[src/rtl/arb_pkg.sv]
// Shared types and helpers for the round-robin FIFO arbiter.
package arb_pkg;

    typedef enum logic [1:0] {
        StIdle  = 2'b00,
        StRun   = 2'b01,
        StStall = 2'b10
    } arb_state_e;

    localparam int unsigned DefaultNIn  = 4;
    localparam int unsigned DefaultBurst = 2;

    function automatic int unsigned clog2(input int unsigned v);
        int unsigned r;
        r = 0;
        for (int unsigned i = 0; i < 32; i++) begin
            if ((64'd1 << i) < 64'(v)) begin
                r = i + 1;
            end
        end
        return r;
    endfunction

endpackage

[src/rtl/rr_select.sv]
// Circular first-one finder: scans req_i from start_i upward, wrapping at N.
module rr_select #(
    parameter int unsigned N    = 4,
    parameter int unsigned IdxW = 2
) (
    input  logic [N-1:0]    req_i,
    input  logic [IdxW-1:0] start_i,
    output logic [N-1:0]    gnt_o,
    output logic [IdxW-1:0] idx_o,
    output logic            valid_o
);

    always_comb begin
        int unsigned k;
        logic [IdxW-1:0] kw;
        gnt_o   = '0;
        idx_o   = '0;
        valid_o = 1'b0;
        k       = 0;
        kw      = '0;
        for (int unsigned i = 0; i < N; i++) begin
            k  = (32'(start_i) + i) % N;
            kw = IdxW'(k);
            if (!valid_o && req_i[kw]) begin
                valid_o   = 1'b1;
                gnt_o[kw] = 1'b1;
                idx_o     = kw;
            end
        end
    end

endmodule

[src/rtl/fifo_arbiter.sv]
// Round-robin arbiter draining N_IN upstream FIFOs into one downstream FIFO,
// with per-queue burst limit and downstream back-pressure.
module fifo_arbiter
    import arb_pkg::*;
#(
    parameter int unsigned WORD_SIZE = 12,
    parameter int unsigned N_IN      = DefaultNIn,
    parameter int unsigned BURST     = DefaultBurst
) (
    input  logic                              clk_i,
    input  logic                              rst_ni,
    input  logic [N_IN-1:0]                   in_empty_i,
    input  logic [N_IN*WORD_SIZE-1:0]         in_data_i,
    input  logic                              ds_almost_full_i,
    input  logic                              ds_full_i,
    output logic [N_IN-1:0]                   pop_o,
    output logic                              push_o,
    output logic [WORD_SIZE-1:0]              data_out_o,
    output logic [arb_pkg::clog2(N_IN)-1:0]   cur_q_o,
    output logic                              error_o
);

    localparam int unsigned QW = clog2(N_IN);
    localparam int unsigned BW = clog2(BURST + 1);

    arb_state_e           state_q, state_d;
    logic [QW-1:0]        cur_q_q, cur_q_d;
    logic [BW-1:0]        burst_cnt_q, burst_cnt_d;
    logic                 push_q, push_d;
    logic [WORD_SIZE-1:0] data_q, data_d;
    logic                 error_q, error_d;

    logic [N_IN-1:0] req;
    logic            go;
    logic            keep;
    logic [QW-1:0]   start_idx;
    logic [N_IN-1:0] rr_gnt;
    logic [QW-1:0]   rr_idx;
    logic            rr_valid;
    logic [QW-1:0]   sel_idx;

    assign req = ~in_empty_i;

    // Reset gates pop so nothing is requested upstream while held in reset.
    assign go = rst_ni & (state_q != StStall) & ~ds_almost_full_i & ~ds_full_i & (|req);

    assign start_idx = (cur_q_q == QW'(N_IN - 1)) ? '0 : cur_q_q + QW'(1);
    assign keep      = req[cur_q_q] & (32'(burst_cnt_q) < BURST);

    rr_select #(
        .N    (N_IN),
        .IdxW (QW)
    ) u_rr_select (
        .req_i   (req),
        .start_i (start_idx),
        .gnt_o   (rr_gnt),
        .idx_o   (rr_idx),
        .valid_o (rr_valid)
    );

    // The scan wraps back to cur_q last, so a lone non-empty queue restarts its burst.
    assign sel_idx = (keep || !rr_valid) ? cur_q_q : rr_idx;

    always_comb begin
        pop_o = '0;
        if (go) begin
            if (keep || !rr_valid) begin
                pop_o[cur_q_q] = 1'b1;
            end else begin
                pop_o = rr_gnt;
            end
        end
    end

    always_comb begin
        state_d     = StIdle;
        cur_q_d     = cur_q_q;
        burst_cnt_d = burst_cnt_q;
        push_d      = 1'b0;
        data_d      = data_q;
        error_d     = error_q | (push_q & ds_full_i);

        if (ds_almost_full_i || ds_full_i) begin
            state_d = StStall;
        end else if (|req) begin
            state_d = StRun;
        end

        if (go) begin
            push_d = 1'b1;
            data_d = in_data_i[32'(sel_idx) * WORD_SIZE +: WORD_SIZE];
            if (keep) begin
                burst_cnt_d = burst_cnt_q + BW'(1);
            end else begin
                cur_q_d     = sel_idx;
                burst_cnt_d = BW'(1);
            end
        end
    end

    always_ff @(posedge clk_i or negedge rst_ni) begin
        if (!rst_ni) begin
            state_q     <= StIdle;
            cur_q_q     <= '0;
            burst_cnt_q <= '0;
            push_q      <= 1'b0;
            data_q      <= '0;
            error_q     <= 1'b0;
        end else begin
            state_q     <= state_d;
            cur_q_q     <= cur_q_d;
            burst_cnt_q <= burst_cnt_d;
            push_q      <= push_d;
            data_q      <= data_d;
            error_q     <= error_d;
        end
    end

    assign push_o     = push_q;
    assign data_out_o = data_q;
    assign cur_q_o    = cur_q_q;
    assign error_o    = error_q;

endmodule

[config.mk]
export PLATFORM = sky130hd
export DESIGN_NAME = fifo_arbiter
export DESIGN_NICKNAME = d
export VERILOG_FILES = /design/src/rtl/arb_pkg.sv /design/src/rtl/rr_select.sv /design/src/rtl/fifo_arbiter.sv
export SDC_FILE = /design/constraint.sdc
export NUM_CORES = 1
export LEC_CHECK = 0
export BUFFER_PORTS_ARGS = -buffer_cell sky130_fd_sc_hd__buf_2
export CAP_MARGIN = 25
export CORE_MARGIN = 2
export CORE_UTILIZATION = 30
export CTS_CLUSTER_SIZE = 12
export DETAILED_ROUTE_END_ITERATION = 12
export SYNTH_ARGS = -nofsm -noshare
export SYNTH_HDL_FRONTEND = slang
export SYNTH_HIERARCHICAL = 1
export SYNTH_SLANG_ARGS = --single-unit
[constraint.sdc]
create_clock -name clk_i -period 4.11 [get_ports clk_i]
set_input_delay 0.6165 -clock clk_i [delete_from_list [all_inputs] [get_ports clk_i]]
set_output_delay 0.6165 -clock clk_i [all_outputs]
set_load 0.05 [all_outputs]
==> results.toml <==
[finish]
layout_commonest_cell = "sky130_fd_sc_hd__buf_2"
layout.cells.most_common_list = "sky130_fd_sc_hd__buf_2, sky130_fd_sc_hd__mux2i_1, sky130_fd_sc_hd__dfrtp_1"
antennaDiodeCount = 0
nFillCells = 596
layout-drive-gt1-share_pct = 45.5
nets = 313
area_of_all_placed_cells_without_fillers_mm2 = 0.00231
area_delta_synth_final_pct = 29.1

[clocking]
clk_transition_reported_paths_ns = 0.07
tritoncts = "built"
h-tree-depth = 1
clk_path_buf_depth = 2
cts_made_buffers = 3
insertion_delay_ns = 0.25
cts_root_buffer = "sky130_fd_sc_hd__clkbuf_8"
cts_num_sinks = 20

[sta]
final.setup.tns_ns = 0
period_minus_slack_ns = 3.87
fmax_mhz = 259
worstMarginPinSlew_ns = 0.480
timing_hold_violations_final = 0
postLayoutSetupSlackWorst_ns = 0.244
min_period_over_period_pct = 94.1
final-max-slew-violation-count = 0
unrepaired_setup_endpoints_after_global_routing = "no"
setup_violations = 0
slew_headroom_pct = 67.1
clock_skew_ns = 0.00179

[synth]
synth-main-ff-cell = "sky130_fd_sc_hd__dfrtp_1"
synth_largest_type_area_fraction_pct = 28.0
yosysSeqAreaShare_pct = 28.0
synth.distinct_cells = 39
synthesis.nets = 236
post_synth.cell_area_avg_um2 = 10.4
ys_seq_elements = 20
synth_area_mm2 = 0.00179
yosys_warnings = 6
synth_top_cell_by_area = "sky130_fd_sc_hd__dfrtp_1"
async_reset_ff_share_pct = 100
synth.top_cells.by_area = "sky130_fd_sc_hd__dfrtp_1, sky130_fd_sc_hd__mux2i_1, sky130_fd_sc_hd__o221ai_2"
post_syn_instances = 171
edff_count_synth = 0

[floorplan]
ioPinCount = 76
die-height_um = 81.2
core.rowCount = 28
die_width_um = 81.2
coreArea_mm2 = 0.00585
start_util_pct = 30.5
die-area_mm2 = 0.00659

[routing]
number_of_routed_nets_with_antenna_violations = 0
detailedRoute.firstIterationViolations = 94
post_drt_via_cell_ratio = 4.98
number_of_vias_in_the_routed_layout = 1599
drtPass1Iterations = 7
drc_errors = 0
wl_per_cell_um = 13.8
wl_um = 4430

[place]
dp_hpwl_um = 3450
buffer_ports.inserted = 75
dpl_worst_slack_ns = 0.475
gp_routability_congestion = 0.886
post_dp_cell_area_mm2 = 0.00225

[power_and_ir_drop]
vdd_ir_drop_max_v = 0.000476
power_leakage_nw = 1.20
total_power_mw = 2.27
p_per_area_mw_per_mm2 = 983

[grt]
grt_pass1_vias = 1379
grt_start_max_net_pins = 25
grt_use_total_pct = 13.1
globalRoute.totalOverflow = 0
antenna_found_initial = 0
grt_first_pass_wirelength_um = 6840

[critical_path]
critical_path.max_fanout = 10
cp_data_arrival_time_ns = 3.25
crit_path_end_kind = "output port"
reg2regPathDepth = 13
crit_type = "reg2out"
worstPathRequired_ns = 3.49
critPathLaunchType = "flip-flop"

[run_status]
run_status = "completed"

[hold_path]
worst_hold_path_type = "in2async"

[run]
max_capacitance_violation_count = 0
[sequential cells by signal, indices dropped and copies added, names as in the netlist]
signal	cells
cur_q_o	2
push_o	1
state_q	2
burst_cnt_q	2
data_out_o	12
error_o	1
[synth_stat cells (2+ instances only)]
master,count
sky130_fd_sc_hd__a21o_1,2
sky130_fd_sc_hd__a21oi_1,3
sky130_fd_sc_hd__a22oi_1,9
sky130_fd_sc_hd__a31o_1,2
sky130_fd_sc_hd__buf_2,3
sky130_fd_sc_hd__buf_6,4
sky130_fd_sc_hd__clkbuf_1,3
sky130_fd_sc_hd__dfrtp_1,20
sky130_fd_sc_hd__ha_1,9
sky130_fd_sc_hd__inv_1,13
sky130_fd_sc_hd__mux2_2,2
sky130_fd_sc_hd__mux2i_1,32
sky130_fd_sc_hd__mux4_1,2
sky130_fd_sc_hd__mux4_2,2
sky130_fd_sc_hd__nand2_1,18
sky130_fd_sc_hd__nor2_1,10
sky130_fd_sc_hd__o21ai_0,5
sky130_fd_sc_hd__o221ai_2,11
[stage by stage]
step | instances | utilization (%) | hold WS (ns)
after CTS | 319 | 39.2 | 0.321
after global routing | 321 | 39.4 | 0.336
after floorplan | 171 | - | 0.321
after detailed placement | 316 | 38.5 | 0.451
after global placement | 316 | 38.5 | 0.442
final | 321 | 39.4 | 0.322
[cells by family (layout without fill, tap and decap cells)]
| kind of cell | after synthesis | count (layout) | share of synthesized area [%] |
|---|---|---|---|
| and+or+nand+nor | 38 | 38 | 10.9 |
| AOI/OAI and AO/OA | 41 | 41 | 22.3 |
| buffers and inverters | 24 | 99 | 7.00 |
| muxes | 39 | 39 | 25.5 |
| adders and majority gates | 9 | 9 | 6.30 |
| DFF | 20 | 20 | 28.0 |
[layer usage]
layer,wire (um),global-route usage [%],up-vias,share of wire [%]
met2,2200,21.2,50,50
met5,0,0,-,0
met1,2050,18.6,753,46
met4,0,1.69,0,0
li1,-,-,796,-
met3,178,2.44,0,4.0
[worst max-delay path: stages, from the launching register on]
cell	delay, ns
sky130_fd_sc_hd__dfrtp_1	0.49
sky130_fd_sc_hd__inv_1	0.12
sky130_fd_sc_hd__ha_1	0.33
sky130_fd_sc_hd__inv_1	0.13
sky130_fd_sc_hd__ha_1	0.29
sky130_fd_sc_hd__mux4_2	0.38
sky130_fd_sc_hd__nor3_1	0.10
sky130_fd_sc_hd__nand2b_1	0.15
sky130_fd_sc_hd__inv_1	0.08
sky130_fd_sc_hd__a221oi_4	0.36
sky130_fd_sc_hd__mux2i_1	0.31
sky130_fd_sc_hd__nor2_2	0.05
sky130_fd_sc_hd__buf_2	0.21
[power by group]
part / total (mW) / internal, mW / switching (mW)
sequential: 0.330 / 0.273 / 0.0566
combinational: 1.82 / 0.746 / 1.07
clock: 0.123 / 0.0651 / 0.0584
[final cells by class]
cell class | count | area, um2 | area share (%)
inverters | 14 | 53.8 | 2.33
multi-input cells | 127 | 1180 | 51.0
clock buffers | 3 | 41.3 | 1.79
repair buffers | 82 | 440 | 19.1
flip-flops and latches | 20 | 500 | 21.7
well taps | 75 | 93.8 | 4.07
[path summary, 6_finish.rpt]
check / from / end / slack (ns)
worst min register to register: error_o / error_o / 0.47
min in group clk_i: error_o / error_o / 0.47
worst max register to register: cur_q_o[0] / data_out_o[10] / 0.57
worst min-delay path: rst_ni / data_out_o[9] / 0.32
max in group asynchronous: rst_ni / data_out_o[6] / 3.57
worst max-delay path: cur_q_o[0] / pop_o[0] / 0.24
[what timing repair did]
item                                    CTS  global route
gates resized for setup                   0             0
hold buffers                              0             0
buffers inserted                          0             2
endpoints found under the setup margin    0             2
Note: power is estimated with default switching activity, not from simulation.
